`src/rtl/doppler_ramp_ctrl_pkg.sv`:
```
// Shared types and constants for the doppler NCO ramp controller.
// Config opcodes, FSM states and the saturation limits of the frequency words.
package doppler_ctrl_pkg;

   typedef enum logic [2:0] {
      OP_LOAD_FREQ  = 3'd0,
      OP_LOAD_RATE  = 3'd1,
      OP_LOAD_COUNT = 3'd2,
      OP_START      = 3'd3,
      OP_STOP       = 3'd4,
      OP_CLR_OVR    = 3'd5,
      OP_RSVD6      = 3'd6,
      OP_RSVD7      = 3'd7
   } cfg_op_t;

   typedef enum logic {
      IDLE = 1'b0,
      SCAN = 1'b1
   } ctrl_state_t;

   localparam logic signed [31:0] FREQ_MAX = 32'sh7FFF_FFFF;
   localparam logic signed [31:0] FREQ_MIN = 32'sh8000_0000;

endpackage

```
`src/rtl/doppler_ramp_ctrl_if.sv`:
```
// Host-side configuration command port of the doppler ramp controller.
interface doppler_ramp_ctrl_if #(
   parameter int CH_W = 2
) ();

   logic            cfg_valid;
   logic            cfg_ready;
   logic [CH_W-1:0] cfg_ch;
   logic [2:0]      cfg_op;
   logic [31:0]     cfg_data;

   modport master (
      output cfg_valid, cfg_ch, cfg_op, cfg_data,
      input  cfg_ready
   );

   modport slave (
      input  cfg_valid, cfg_ch, cfg_op, cfg_data,
      output cfg_ready
   );

endinterface

```
`src/rtl/doppler_ramp_ctrl_sat_add.sv`:
```
// 32-bit signed adder clamping to FREQ_MAX/FREQ_MIN instead of wrapping.
module doppler_sat_add
   import doppler_ctrl_pkg::*;
(
   input  logic signed [31:0] a,
   input  logic signed [31:0] b,
   output logic signed [31:0] sum
);

   logic [32:0] wide;

   // Overflow shows up as disagreement between the two top bits of the sign-extended sum.
   always_comb begin
      wide = {a[31], a} + {b[31], b};
      if (wide[32] != wide[31]) begin
         sum = wide[32] ? FREQ_MIN : FREQ_MAX;
      end else begin
         sum = wide[31:0];
      end
   end

endmodule

```
`src/rtl/doppler_ramp_ctrl.sv`:
```
// Epoch-driven doppler ramp sequencer: on each tick, scans all NCO channels through
// one shared saturating adder; between scans accepts one config command per cycle.
module doppler_ramp_ctrl
   import doppler_ctrl_pkg::*;
#(
   parameter int NUM_CH = 4,
   parameter int CH_W   = $clog2(NUM_CH)
) (
   input  logic                 clk,
   input  logic                 rst_n,
   input  logic                 epoch_tick,
   doppler_ramp_ctrl_if.slave   cfg,
   output logic [NUM_CH-1:0]    nco_enable,
   output logic [NUM_CH*32-1:0] nco_freq,
   output logic                 busy,
   output logic                 epoch_overrun
);

   localparam logic [CH_W-1:0] LAST_IDX = CH_W'(NUM_CH - 1);

   ctrl_state_t        state;
   logic [CH_W-1:0]    idx;
   logic signed [31:0] freq_q  [NUM_CH];
   logic signed [31:0] rate_q  [NUM_CH];
   logic [31:0]        count_q [NUM_CH];
   logic [NUM_CH-1:0]  en_q;

   logic               cfg_accept;
   logic               ch_hit;
   logic               upd_hit;
   cfg_op_t            op;
   logic signed [31:0] add_a;
   logic signed [31:0] add_b;
   logic signed [31:0] sat_sum;

   assign cfg.cfg_ready = (state == IDLE) && !epoch_tick;
   assign cfg_accept    = cfg.cfg_valid && cfg.cfg_ready;
   assign ch_hit        = int'(cfg.cfg_ch) < NUM_CH;
   assign op            = cfg_op_t'(cfg.cfg_op);

   assign add_a   = freq_q[idx];
   assign add_b   = rate_q[idx];
   assign upd_hit = (state == SCAN) && en_q[idx] && (count_q[idx] != '0);

   doppler_sat_add u_sat_add (
      .a   (add_a),
      .b   (add_b),
      .sum (sat_sum)
   );

   // A tick seen while scanning is dropped, only flagged.
   always_ff @(posedge clk or negedge rst_n) begin
      if (!rst_n) begin
         state         <= IDLE;
         idx           <= '0;
         busy          <= 1'b0;
         epoch_overrun <= 1'b0;
      end else begin
         case (state)
            IDLE: begin
               if (epoch_tick) begin
                  state <= SCAN;
                  busy  <= 1'b1;
                  idx   <= '0;
               end else if (cfg_accept && ch_hit && op == OP_CLR_OVR) begin
                  epoch_overrun <= 1'b0;
               end
            end
            SCAN: begin
               if (epoch_tick) begin
                  epoch_overrun <= 1'b1;
               end
               if (idx == LAST_IDX) begin
                  state <= IDLE;
                  busy  <= 1'b0;
                  idx   <= '0;
               end else begin
                  idx <= idx + 1'b1;
               end
            end
            default: begin
               state <= IDLE;
               busy  <= 1'b0;
               idx   <= '0;
            end
         endcase
      end
   end

   // Scan updates and config writes never coincide: commands are only accepted in IDLE.
   always_ff @(posedge clk or negedge rst_n) begin
      if (!rst_n) begin
         for (int unsigned k = 0; k < NUM_CH; k++) begin
            freq_q[k]  <= '0;
            rate_q[k]  <= '0;
            count_q[k] <= '0;
         end
         en_q <= '0;
      end else if (upd_hit) begin
         freq_q[idx]  <= sat_sum;
         count_q[idx] <= count_q[idx] - 1'b1;
      end else if (cfg_accept && ch_hit) begin
         case (op)
            OP_LOAD_FREQ:  freq_q[cfg.cfg_ch]  <= cfg.cfg_data;
            OP_LOAD_RATE:  rate_q[cfg.cfg_ch]  <= cfg.cfg_data;
            OP_LOAD_COUNT: count_q[cfg.cfg_ch] <= cfg.cfg_data;
            OP_START:      en_q[cfg.cfg_ch]    <= 1'b1;
            OP_STOP:       en_q[cfg.cfg_ch]    <= 1'b0;
            default:       ;
         endcase
      end
   end

   always_comb begin
      nco_freq = '0;
      for (int unsigned k = 0; k < NUM_CH; k++) begin
         nco_freq[32*k +: 32] = freq_q[k];
      end
   end

   assign nco_enable = en_q;

endmodule

```
`src/flat_wrapper.sv`:
```
// flat-port wrapper written by rule: the top's interface ports become plain ports
module doppler_ramp_ctrl_flat import doppler_ctrl_pkg::*;
#(
   parameter int NUM_CH = 4,
   parameter int CH_W   = $clog2(NUM_CH)
)
  (clk, rst_n, epoch_tick, nco_enable, nco_freq, busy, epoch_overrun, cfg_cfg_valid, cfg_cfg_ch, cfg_cfg_op, cfg_cfg_data, cfg_cfg_ready);
  doppler_ramp_ctrl_if #(.CH_W(CH_W)) cfg_i ();
  input  logic clk;
  input  logic rst_n;
  input  logic epoch_tick;
  output logic [NUM_CH-1:0] nco_enable;
  output logic [NUM_CH*32-1:0] nco_freq;
  output logic busy;
  output logic epoch_overrun;
  input wire logic [$bits(cfg_i.cfg_valid)-1:0] cfg_cfg_valid;
  input wire logic [$bits(cfg_i.cfg_ch)-1:0] cfg_cfg_ch;
  input wire logic [$bits(cfg_i.cfg_op)-1:0] cfg_cfg_op;
  input wire logic [$bits(cfg_i.cfg_data)-1:0] cfg_cfg_data;
  output wire logic [$bits(cfg_i.cfg_ready)-1:0] cfg_cfg_ready;
  assign cfg_i.cfg_valid = cfg_cfg_valid;
  assign cfg_i.cfg_ch = cfg_cfg_ch;
  assign cfg_i.cfg_op = cfg_cfg_op;
  assign cfg_i.cfg_data = cfg_cfg_data;
  assign cfg_cfg_ready = cfg_i.cfg_ready;
  doppler_ramp_ctrl #(.NUM_CH(NUM_CH), .CH_W(CH_W)) u_core (.clk(clk), .rst_n(rst_n), .epoch_tick(epoch_tick), .cfg(cfg_i), .nco_enable(nco_enable), .nco_freq(nco_freq), .busy(busy), .epoch_overrun(epoch_overrun));
endmodule
```
`config.mk`:
```
export PLATFORM = sky130hd
export DESIGN_NAME = doppler_ramp_ctrl_flat
export DESIGN_NICKNAME = d
export VERILOG_FILES = /design/src/rtl/doppler_ramp_ctrl_pkg.sv /design/src/rtl/doppler_ramp_ctrl_if.sv /design/src/rtl/doppler_ramp_ctrl_sat_add.sv /design/src/rtl/doppler_ramp_ctrl.sv /design/src/flat_wrapper.sv
export SDC_FILE = /design/constraint.sdc
export NUM_CORES = 1
export LEC_CHECK = 0
export CAP_MARGIN = 40
export CORE_MARGIN = 4
export CORE_UTILIZATION = 59
export CTS_CLUSTER_DIAMETER = 60
export DETAILED_ROUTE_END_ITERATION = 8
export MAX_ROUTING_LAYER = met4
export PLACE_DENSITY_LB_ADDON = 0.1
export SETUP_SLACK_MARGIN = 0.5
export SYNTH_ARGS = -nofsm -noshare
export SYNTH_HDL_FRONTEND = slang
export SYNTH_HIERARCHICAL = 1
export SYNTH_SLANG_ARGS = --single-unit
```
`constraint.sdc`:
```
create_clock -name clk -period 6.35 [get_ports clk]
set_clock_uncertainty 0.1 [all_clocks]
set_input_delay 0.9525 -clock clk [delete_from_list [all_inputs] [get_ports clk]]
set_output_delay 0.9525 -clock clk [all_outputs]
set_load 0.005 [all_outputs]
```
### Yosys cells after proc, flatten, opt, wreduce, memory -nomap -nowiden

Index checks and enable logic that the tools add are counted.

| storage, ports and cells | value |
|---|---|
| register bits | 393 |
| input port bits | 41 |
| output and inout bits | 135 |
| word-level logic and storage cells | 110 |

| operators by class | value |
|---|---|
| add/subtract/negate cells | 3 |
| $lt $le $gt $ge | 7 |
| equal/unequal tests | 12 |
| muxes and demuxes | 43 |
| bitwise gates (word level) | 7 |
| reduce and logical (&&, ||, !) cells | 21 |

Operator list:

| kind | number |
|---|---|
| $mux W128 | 6 |
| $bwmux W128 | 5 |
| $mux W32 | 10 |
| $bmux W32 S2 | 3 |
| $demux W32 S2 | 2 |
| $add A32 B32 Y33 | 1 |
| $reduce_bool A32 Y1 | 1 |
| $sub A32 B1 Y32 const B | 1 |
| $ne A2 B2 Y1 const B | 5 |
| $reduce_and A3 Y1 | 3 |
| $logic_and A1 B1 Y1 | 8 |
| $mux W1 | 8 |
| $pmux W4 S2 | 1 |
| $reduce_bool A2 Y1 | 4 |
| $eq A3 B2 Y1 const B | 2 |
| $eq A3 B3 Y1 const B | 2 |
| $ge A3 B3 Y1 const B | 2 |
| $lt A2 B3 Y1 const B | 2 |
| $lt A3 B1 Y1 const B | 2 |
| $not A2 Y3 | 2 |
| $pmux W1 S2 | 3 |
| $reduce_and A2 Y1 | 3 |
| $and A4 B4 Y4 | 1 |
| $mux W2 | 2 |
| 13 further kinds | 14 |

### Logic depth before layout (Yosys ltp)

Gate-level depths: netlist of the first run.

| depth | value |
|---|---|
| depth after elaboration | 9 |
| gate-level depth with buffers | 20 |
| mapped depth without buffers | 14 |

### Cells and area by module

Netlist of the first run, hierarchy kept.

By module, submodules not included:

| module | instances | cells an instance | area each (um^2) | sequential area each (um^2) |
|---|---|---|---|---|
| doppler_ramp_ctrl | 1 | 1519 | 19214.7 | 9834.4 |
| doppler_sat_add | 1 | 293 | 2025.7 | 0.0 |

### Least setup slack after synthesis of the first run

OpenSTA, ideal clock, no wires.

| timing | value |
|---|---|
| path type | register -> register |
| start point | register u_core.idx[0] |
| end point | register u_core.freq_q, in the netlist u_core/nco_freq[122] |
| library setup time | 0.118 ns |
| arrival | 5.202 ns |
| data required time | 6.132 ns |
| setup slack | 0.930 ns |
| cell stages (with the launch flop) | 20 |
| buffers on the path | 7 |
| clock period less this slack | 5.420 ns |
| path through | dfrtp_1 -> buf_2 -> buf_2 -> buf_2 -> buf_1 -> buf_1 -> mux4_2 -> ha_1 -> buf_2 -> a21oi_2 -> o211ai_1 -> a2111oi_2 -> o22ai_1 -> o21ai_2 -> a31oi_4 -> nand3_4 -> buf_2 -> o21ai_0 -> a22o_1 -> a21o_1 |

| between the ends | value |
|---|---|
| word-level cells in the longest chain between the ends | 9 |
| elaborated cells between the ends (all ways) | 29 |
| classes of those cells | add/sub: 1; order compare: 2; eq/ne: 1; mux: 17; bitwise: 1; reduce/logical: 7 |

RTL lines:

| what | RTL line | source |
|---|---|---|
| from (decl) | doppler_ramp_ctrl.sv:22 | `logic [CH_W-1:0] idx;` |
| from (signal assigned) | doppler_ramp_ctrl.sv:78 | `idx <= idx + 1'b1;` |
| $not A2 Y3 (implied by the code) * | doppler_ramp_ctrl.sv:42 | `assign add_b = rate_q[idx];` |
| $bmux W32 S2 * | doppler_ramp_ctrl.sv:42 |  |
| $mux W32 (implied by the code) * (2 in series) | doppler_ramp_ctrl.sv:42 |  |
| via u_core.add_b[12] | doppler_ramp_ctrl.sv:33 | `logic signed [31:0] add_b;` |
| $add A32 B32 Y33 * | doppler_ramp_ctrl_sat_add.sv:14 | `wide = {a[31], a} + {b[31], b};` |
| $mux W32 / $ne A1 B1 Y1 (equally long branches) | doppler_ramp_ctrl_sat_add.sv:16, doppler_ramp_ctrl_sat_add.sv:15 |  |
| $mux W32 * | doppler_ramp_ctrl_sat_add.sv:15 | `if (wide[32] != wide[31]) begin` |
| via u_core.sat_sum[26] | doppler_ramp_ctrl.sv:34 | `logic signed [31:0] sat_sum;` |
| $bwmux W128 * | doppler_ramp_ctrl.sv:100 | `freq_q[idx] <= sat_sum;` |
| $mux W128 * | doppler_ramp_ctrl.sv:99 | `end else if (upd_hit) begin` |
| to (signal, indexed assignment) | doppler_ramp_ctrl.sv:100 |  |
| to (signal, indexed assignment) | doppler_ramp_ctrl.sv:104 | `OP_LOAD_FREQ: freq_q[cfg.cfg_ch] <= cfg.cfg_data;` |
| to (decl) | doppler_ramp_ctrl.sv:23 | `logic signed [31:0] freq_q [NUM_CH];` |

Mark *: on every way through the listed nets, which the timed path passes. The rest lies on a longest branch. The select of a mux whose other input is x is not followed.
A chain may end at the register's enable or synchronous reset.

### Worst setup path after layout of the first run

| timing | value |
|---|---|
| start point | register u_core.idx[1] |
| end point | register u_core.freq_q, in the netlist u_core/nco_freq[126] |

The elaborated chain is that of the path after synthesis.

==> qor.yml, run 1 <==
fillCellCount: 2562
hold_viol: 0
crit_path_frequent_cell: "o21ai_0"
insertion_delay_ns: 0.56
r2r_start: "u_core/idx[1]"
cp_max_fo: 38
die-area_sq_um: 39100
die_width_um: 198
yosys.area_share.xor_xnor_pct: 2.43
ys.flop_type: "dfrtp_1"
area_growth_pct: 18.5
gp_congestion: 0.987
preCtsSetupSlack_ns: 1.59
grt_pass1_wl_um: 97300
layout_common_cells: "dfrtp_1 (391), clkdlybuf4s50_1 (174), mux2_2 (132), a21o_1 (132), a22o_1 (128)"
drt_iter0_drc: 1562
finalPower_mw: 12.3
drt-total-wl_um: 62800
worstPathCellList: "buf_16 > buf_4 > mux4_2 > ha_1 > a21oi_1 > o211ai_1 > a2111oi_2 > o22ai_1 > a21boi_1 > o21ai_0 > xnor2_1 > o21ai_0 > a22o_1 > a21o_1"
synthSimpleGateAreaFrac_pct: 6.80
max_slew_margin_pct: 43.0
rrSetupSlack_ns: 1.45
holdBufCountCts: 0
clockBufferDepth: 3
yosysSeqAreaShare_pct: 46.3
synthArstFlopShare_pct: 100
critPathRequiredTime_ns: 6.74
critPathLaunchType: "flip-flop"
antenna_found_initial: 0
syn_nets: 1892
synth_seq_cells: 393
finalMaxSlewViolations: 0
wl_per_cell_um: 25.9
synth_cells: 1812
ant_nets: 0
die_h_um: 198
placed_area_sq_um: 23600
min_path_type: "input port to async pin"
cts_sinks: 393
cts_tree: "done"
cp_slowest_stage_delay_ns: 0.65
io_pins: 176
worst_slew_pin_slew_ns: 0.856
start_util_pct: 59.7
final_common_cell: "dfrtp_1"
cp-end-kind: "flip-flop"
synth.distinct_cells: 73
finalWorstSetupSlack_ns: 1.45
rsz0062_at_grt: "no"
synth_edf_count: 0
htree_num_levels: 2
synth_area_sq_um: 21200
postLayoutCellArea_sq_um: 25200
drt_drc_violations_left: 0
critPathTopFamily: "compound AO/OA/AOI/OAI gates"
p_per_area_nw_per_um2: 491
grt_pass1_vias: 16900
rows: 69
overflow: 0
post_cts_buffers: 0
yosys_warnings: 6
fmax_ghz: 0.204
cts_resized: 0
core-area_sq_um: 35600
numCtsBuffers: 43
synthMuxAreaShare_pct: 17.3
grt_usage_pct: 32.5
viasPerCell: 6.87
hold_ws_ns: 0.290
max-cap-violations: 0
root_buffer: "clkbuf_16"
first_pass_iters: 8
path_class: "flip-flop to flip-flop"
worst_path_max_delay_cell: "dfrtp_4"
antenna_cells: 0
worstReg2RegEnd: "u_core/nco_freq[126]"
io_buffers: 175
synth_top_family_by_area: "compound AO/OA/AOI/OAI gates"
synth-compound-area-share_pct: 19.8
period_needed_ns: 4.90
reg2reg_depth: 14
avgSynthCellArea_sq_um: 11.7
status: "completed"
setup_tns_ns: 0
p_leak_nw: 11.9
finalCritPeriodShare_pct: 77.2
path_buf_inv: 2
arrival_ns: 5.29
nets: 2013
vias: 16700
setup_viol_count_final: 0
dpl.hpwl_um: 41100
grt_max_degree: 139
drive_gt1_share_pct: 20.7
path_clk_slew_ns: 0.06
peakVddDrop_mv: 0.367
synth_fa_ha_area_share_pct: 2.54
## metal layers
metal | vias up | wire length (um) | part of all wire [%] | global-route usage (%)
li1 | 7081 | - | - | -
met1 | 8528 | 25700 | 41 | 45.7
met2 | 922 | 29400 | 47 | 49.7
met3 | 146 | 6110 | 9.7 | 5.89
met4 | 0 | 1590 | 2.5 | 8.90
met5 | - | 0 | 0 | -
## cell families after synthesis
| family | count (synthesis) |
|---|---|
| AO/OA/AOI/OAI | 530 |
| buffers and inverters | 256 |
| multiplexers | 229 |
| AND/OR/NAND/NOR | 302 |
| XOR/XNOR | 59 |
| flip-flops | 393 |
| adder cells (fa/ha/maj) | 43 |
## metrics by stage
step           std cells  utilization [%]
5_1_grt             2426             70.8
3_5_place_dp        2349             66.4
3_3_place_gp        2340             65.9
6_report            2426             70.8
4_1_cts             2426             70.8
2_1_floorplan       1812                -
## state kept, by name, summed over array words and instances (netlist names), named ones only
name,cells
u_core/busy,1
u_core/count_q,128
u_core/epoch_overrun,1
u_core/idx,2
u_core/nco_freq,128
u_core/rate_q,128
u_core/state,1
## power breakdown
group          internal (mW)  switching, mW
Clock                   1.68           1.05
Sequential              3.30          0.580
Combinational           2.64           3.09
## layout make-up
type	count	area (sq um)	area share, %
multi-input cells	1163	10500	41.7
clock inverters	23	372	1.48
well taps	461	577	2.29
clock buffers	54	1180	4.68
inverters	95	357	1.42
repair buffers	237	2350	9.34
flip-flops and latches	393	9840	39.1
## worst max-delay path by stage
stage	start	to	slack, ns	depth (start not counted)
6_report	u_core/idx[1]	u_core/nco_freq[126]	1.45	14
5_1_grt	u_core/idx[1]	u_core/nco_freq[126]	1.30	14
4_1_cts	u_core/idx[1]	u_core/nco_freq[3]	1.55	15
3_5_place_dp	u_core/idx[1]	u_core/nco_freq[3]	1.59	15
3_3_place_gp	u_core/idx[1]	u_core/nco_freq[7]	1.24	8
2_1_floorplan	u_core/idx[0]	u_core/nco_freq[122]	0.93	19
## synthesized netlist by cell type, types with 5 or more instances
master | number | area, sq um
dfrtp_1 | 393 | 9830
xnor2_1 | 25 | 219
buf_1 | 22 | 82.6
o211ai_1 | 6 | 45.0
and3_1 | 5 | 31.3
nand4_1 | 12 | 75.1
buf_2 | 29 | 145
mux2_2 | 132 | 1490
o21ai_0 | 34 | 170
o22ai_1 | 5 | 31.3
a21oi_1 | 48 | 240
a221o_1 | 52 | 521
nor3_1 | 11 | 55.1
mux4_2 | 97 | 2180
xor2_1 | 34 | 298
nand2b_1 | 9 | 56.3
o21ai_1 | 6 | 30.0
nand2_1 | 110 | 413
nor2_1 | 98 | 368
ha_1 | 38 | 475
inv_1 | 95 | 357
o221ai_1 | 76 | 666
a22o_1 | 128 | 1120
or3_1 | 5 | 31.3
nand3b_1 | 7 | 52.6
nand3_1 | 14 | 70.1
a21o_1 | 132 | 991
clkbuf_1 | 104 | 390
(Power assumes the default switching activity.)
==> inputs of run 2 (changes only) <==
==> constraint.sdc (replaced) <==
create_clock -name clk -period 5 [get_ports clk]
set_clock_uncertainty 0.1 [all_clocks]
set_input_delay 0.75 -clock clk [delete_from_list [all_inputs] [get_ports clk]]
set_output_delay 0.75 -clock clk [all_outputs]
set_load 0.005 [all_outputs]
==> run 2 against run 1 <==
Highest routed layer unchanged. Hold slack got worse by 0.17 ns. Largest power group unchanged. Clock power is 18% higher. Via count is 0.79% higher. Cell area up 0.78%. Power is 27% higher. Critical path type unchanged. Final cell count grew 1.2%. Register-to-register slack lost 0.84 ns. Critical endpoint is now u_core/nco_freq[84]. Wire length up 2.1%. First-iteration DRC count up 7.8%. Die area stayed put. Combinational power up 31%. Global-route usage rose by 0.91 points.
==> qor.yml, run 2 (synthesized netlist as in run 1, its figures left out) <==
critPathRequiredTime_ns: 5.35
startpoint: "u_core/idx[0]"
root_buffer: "clkbuf_16"
numCtsBuffers: 43
wl_per_cell_um: 26.1
first_pass_iters: 5
htree_num_levels: 2
hold_viol: 0
postLayoutCellArea_sq_um: 25400
area_growth_pct: 19.4
layout_common_cells: "dfrtp_1 (391), clkdlybuf4s50_1 (174), mux2_2 (132), a21o_1 (132), a22o_1 (128)"
io_pins: 176
max-cap-violations: 0
cp-end-kind: "flip-flop"
dpl.hpwl_um: 42100
holdBufCountCts: 0
drt_iter0_drc: 1684
setup_viol_count_final: 0
utilization_pct: 71.3
cts_sinks: 393
viasPerCell: 6.85
final_common_cell: "dfrtp_1"
cp_max_fo: 20
drive_gt1_share_pct: 22.6
power_frac_comb_pct: 47.9
clockBufferDepth: 3
die-area_sq_um: 39100
finalMaxSlewViolations: 0
p_int_mw: 9.58
switching_share_pct: 38.8
gp_congestion: 0.969
pwr-share-seq_pct: 31.5
peakVddDrop_mv: 0.408
insertion_delay_ns: 0.58
r2r_start: "u_core/idx[0]"
die_h_um: 198
overflow: 0
cts_tree: "done"
antenna_found_initial: 0
grt_pass1_vias: 16800
grt_max_degree: 103
grt_usage_pct: 33.4
min_path_type: "input port to async pin"
path_clk_slew_ns: 0.06
vias: 16800
rows: 69
status: "completed"
start_util_pct: 59.7
worst_slew_pin_slew_ns: 0.921
drt_drc_violations_left: 0
pwr-share-clk_pct: 20.6
fmax_ghz: 0.228
dp.cells: 2370
nets: 2038
grt_pass1_wl_um: 98900
io_buffers: 175
final_cells: 2454
fillCellCount: 2527
rsz0062_at_grt: "no"
placed_area_sq_um: 23800
die_width_um: 198
finalPower_mw: 15.6
core-area_sq_um: 35600
ant_nets: 0
period_needed_ns: 4.39
path_class: "flip-flop to flip-flop"
max_slew_margin_pct: 38.4
critPathLaunchType: "flip-flop"
arrival_ns: 4.74
p_per_area_nw_per_um2: 617
setup_tns_ns: 0
p_leak_nw: 12.0
drt-total-wl_um: 64100
p_switching_mw: 6.07
finalCritPeriodShare_pct: 87.8
run 2: area by class of cell:
type	instances	area [sq um]	area share (%)
clock buffers	63	1270	5.01
multi-input cells	1164	10600	41.8
well taps	461	577	2.27
inverters	95	357	1.41
clock inverters	16	161	0.636
repair buffers	261	2550	10.1
diodes	1	2.50	0.00987
flip-flops and latches	393	9840	38.8
run 2: timing repair:
item,in CTS,in global routing
pin swaps,0,3
setup endpoints to repair,1,153
setup buffers,0,3
gates resized for setup,1,31
gates cloned,0,1
run 2: worst max-delay path: stages (launching register included):
cell and delay (ns):
dfrtp_4 0.46, buf_12 0.22, mux4_2 0.56, ha_1 0.38
a21oi_1 0.27, o211ai_1 0.17, a2111oi_2 0.44, o22ai_2 0.19
o21ai_2 0.22, a31oi_4 0.12, buf_4 0.22, nand3_4 0.22
o21ai_0 0.27, a22o_1 0.27, a21o_1 0.15
run 2: power by group through the flow:
| stage | Sequential [mW] | Combinational (mW) | Clock [mW] |
|---|---|---|---|
| 6_report | 4.93 | 7.50 | 3.22 |
| 2_1_floorplan | 4.71 | 4.85 | 0 |
| 5_1_grt | 5.04 | 8.06 | 3.38 |
| 3_3_place_gp | 4.93 | 7.00 | 0 |
| 4_1_cts | 4.91 | 7.24 | 3.26 |
| 3_5_place_dp | 4.96 | 7.19 | 0 |
run 2: layer usage:
metal | part of all wire, % | track usage [%] | up-vias
met2 | 46 | 50.5 | 968
met1 | 41 | 46.3 | 8563
li1 | - | - | 7127
met5 | 0 | - | -
met3 | 10 | 7.49 | 150
met4 | 2.8 | 9.79 | 0
run 2: worst paths after layout:
path	end	slack, ns	cells after the start
max reg2reg	u_core/nco_freq[84]	0.61	14
max in group asynchronous	u_core/nco_freq[59]	3.51	2
max	u_core/nco_freq[84]	0.61	14
min	u_core/nco_freq[120]	0.12	1
min reg2reg	u_core/rate_q[61]	0.40	1
min in group clk	u_core/rate_q[61]	0.40	1
run 2: stage by stage:
stage,setup WS (ns),hold WS (ns)
after floorplan,0.537,0.354
after global placement,0.259,0.382
after detailed placement,0.521,0.389
after CTS,0.505,0.159
after global routing,0.480,0.187
final,0.609,0.118
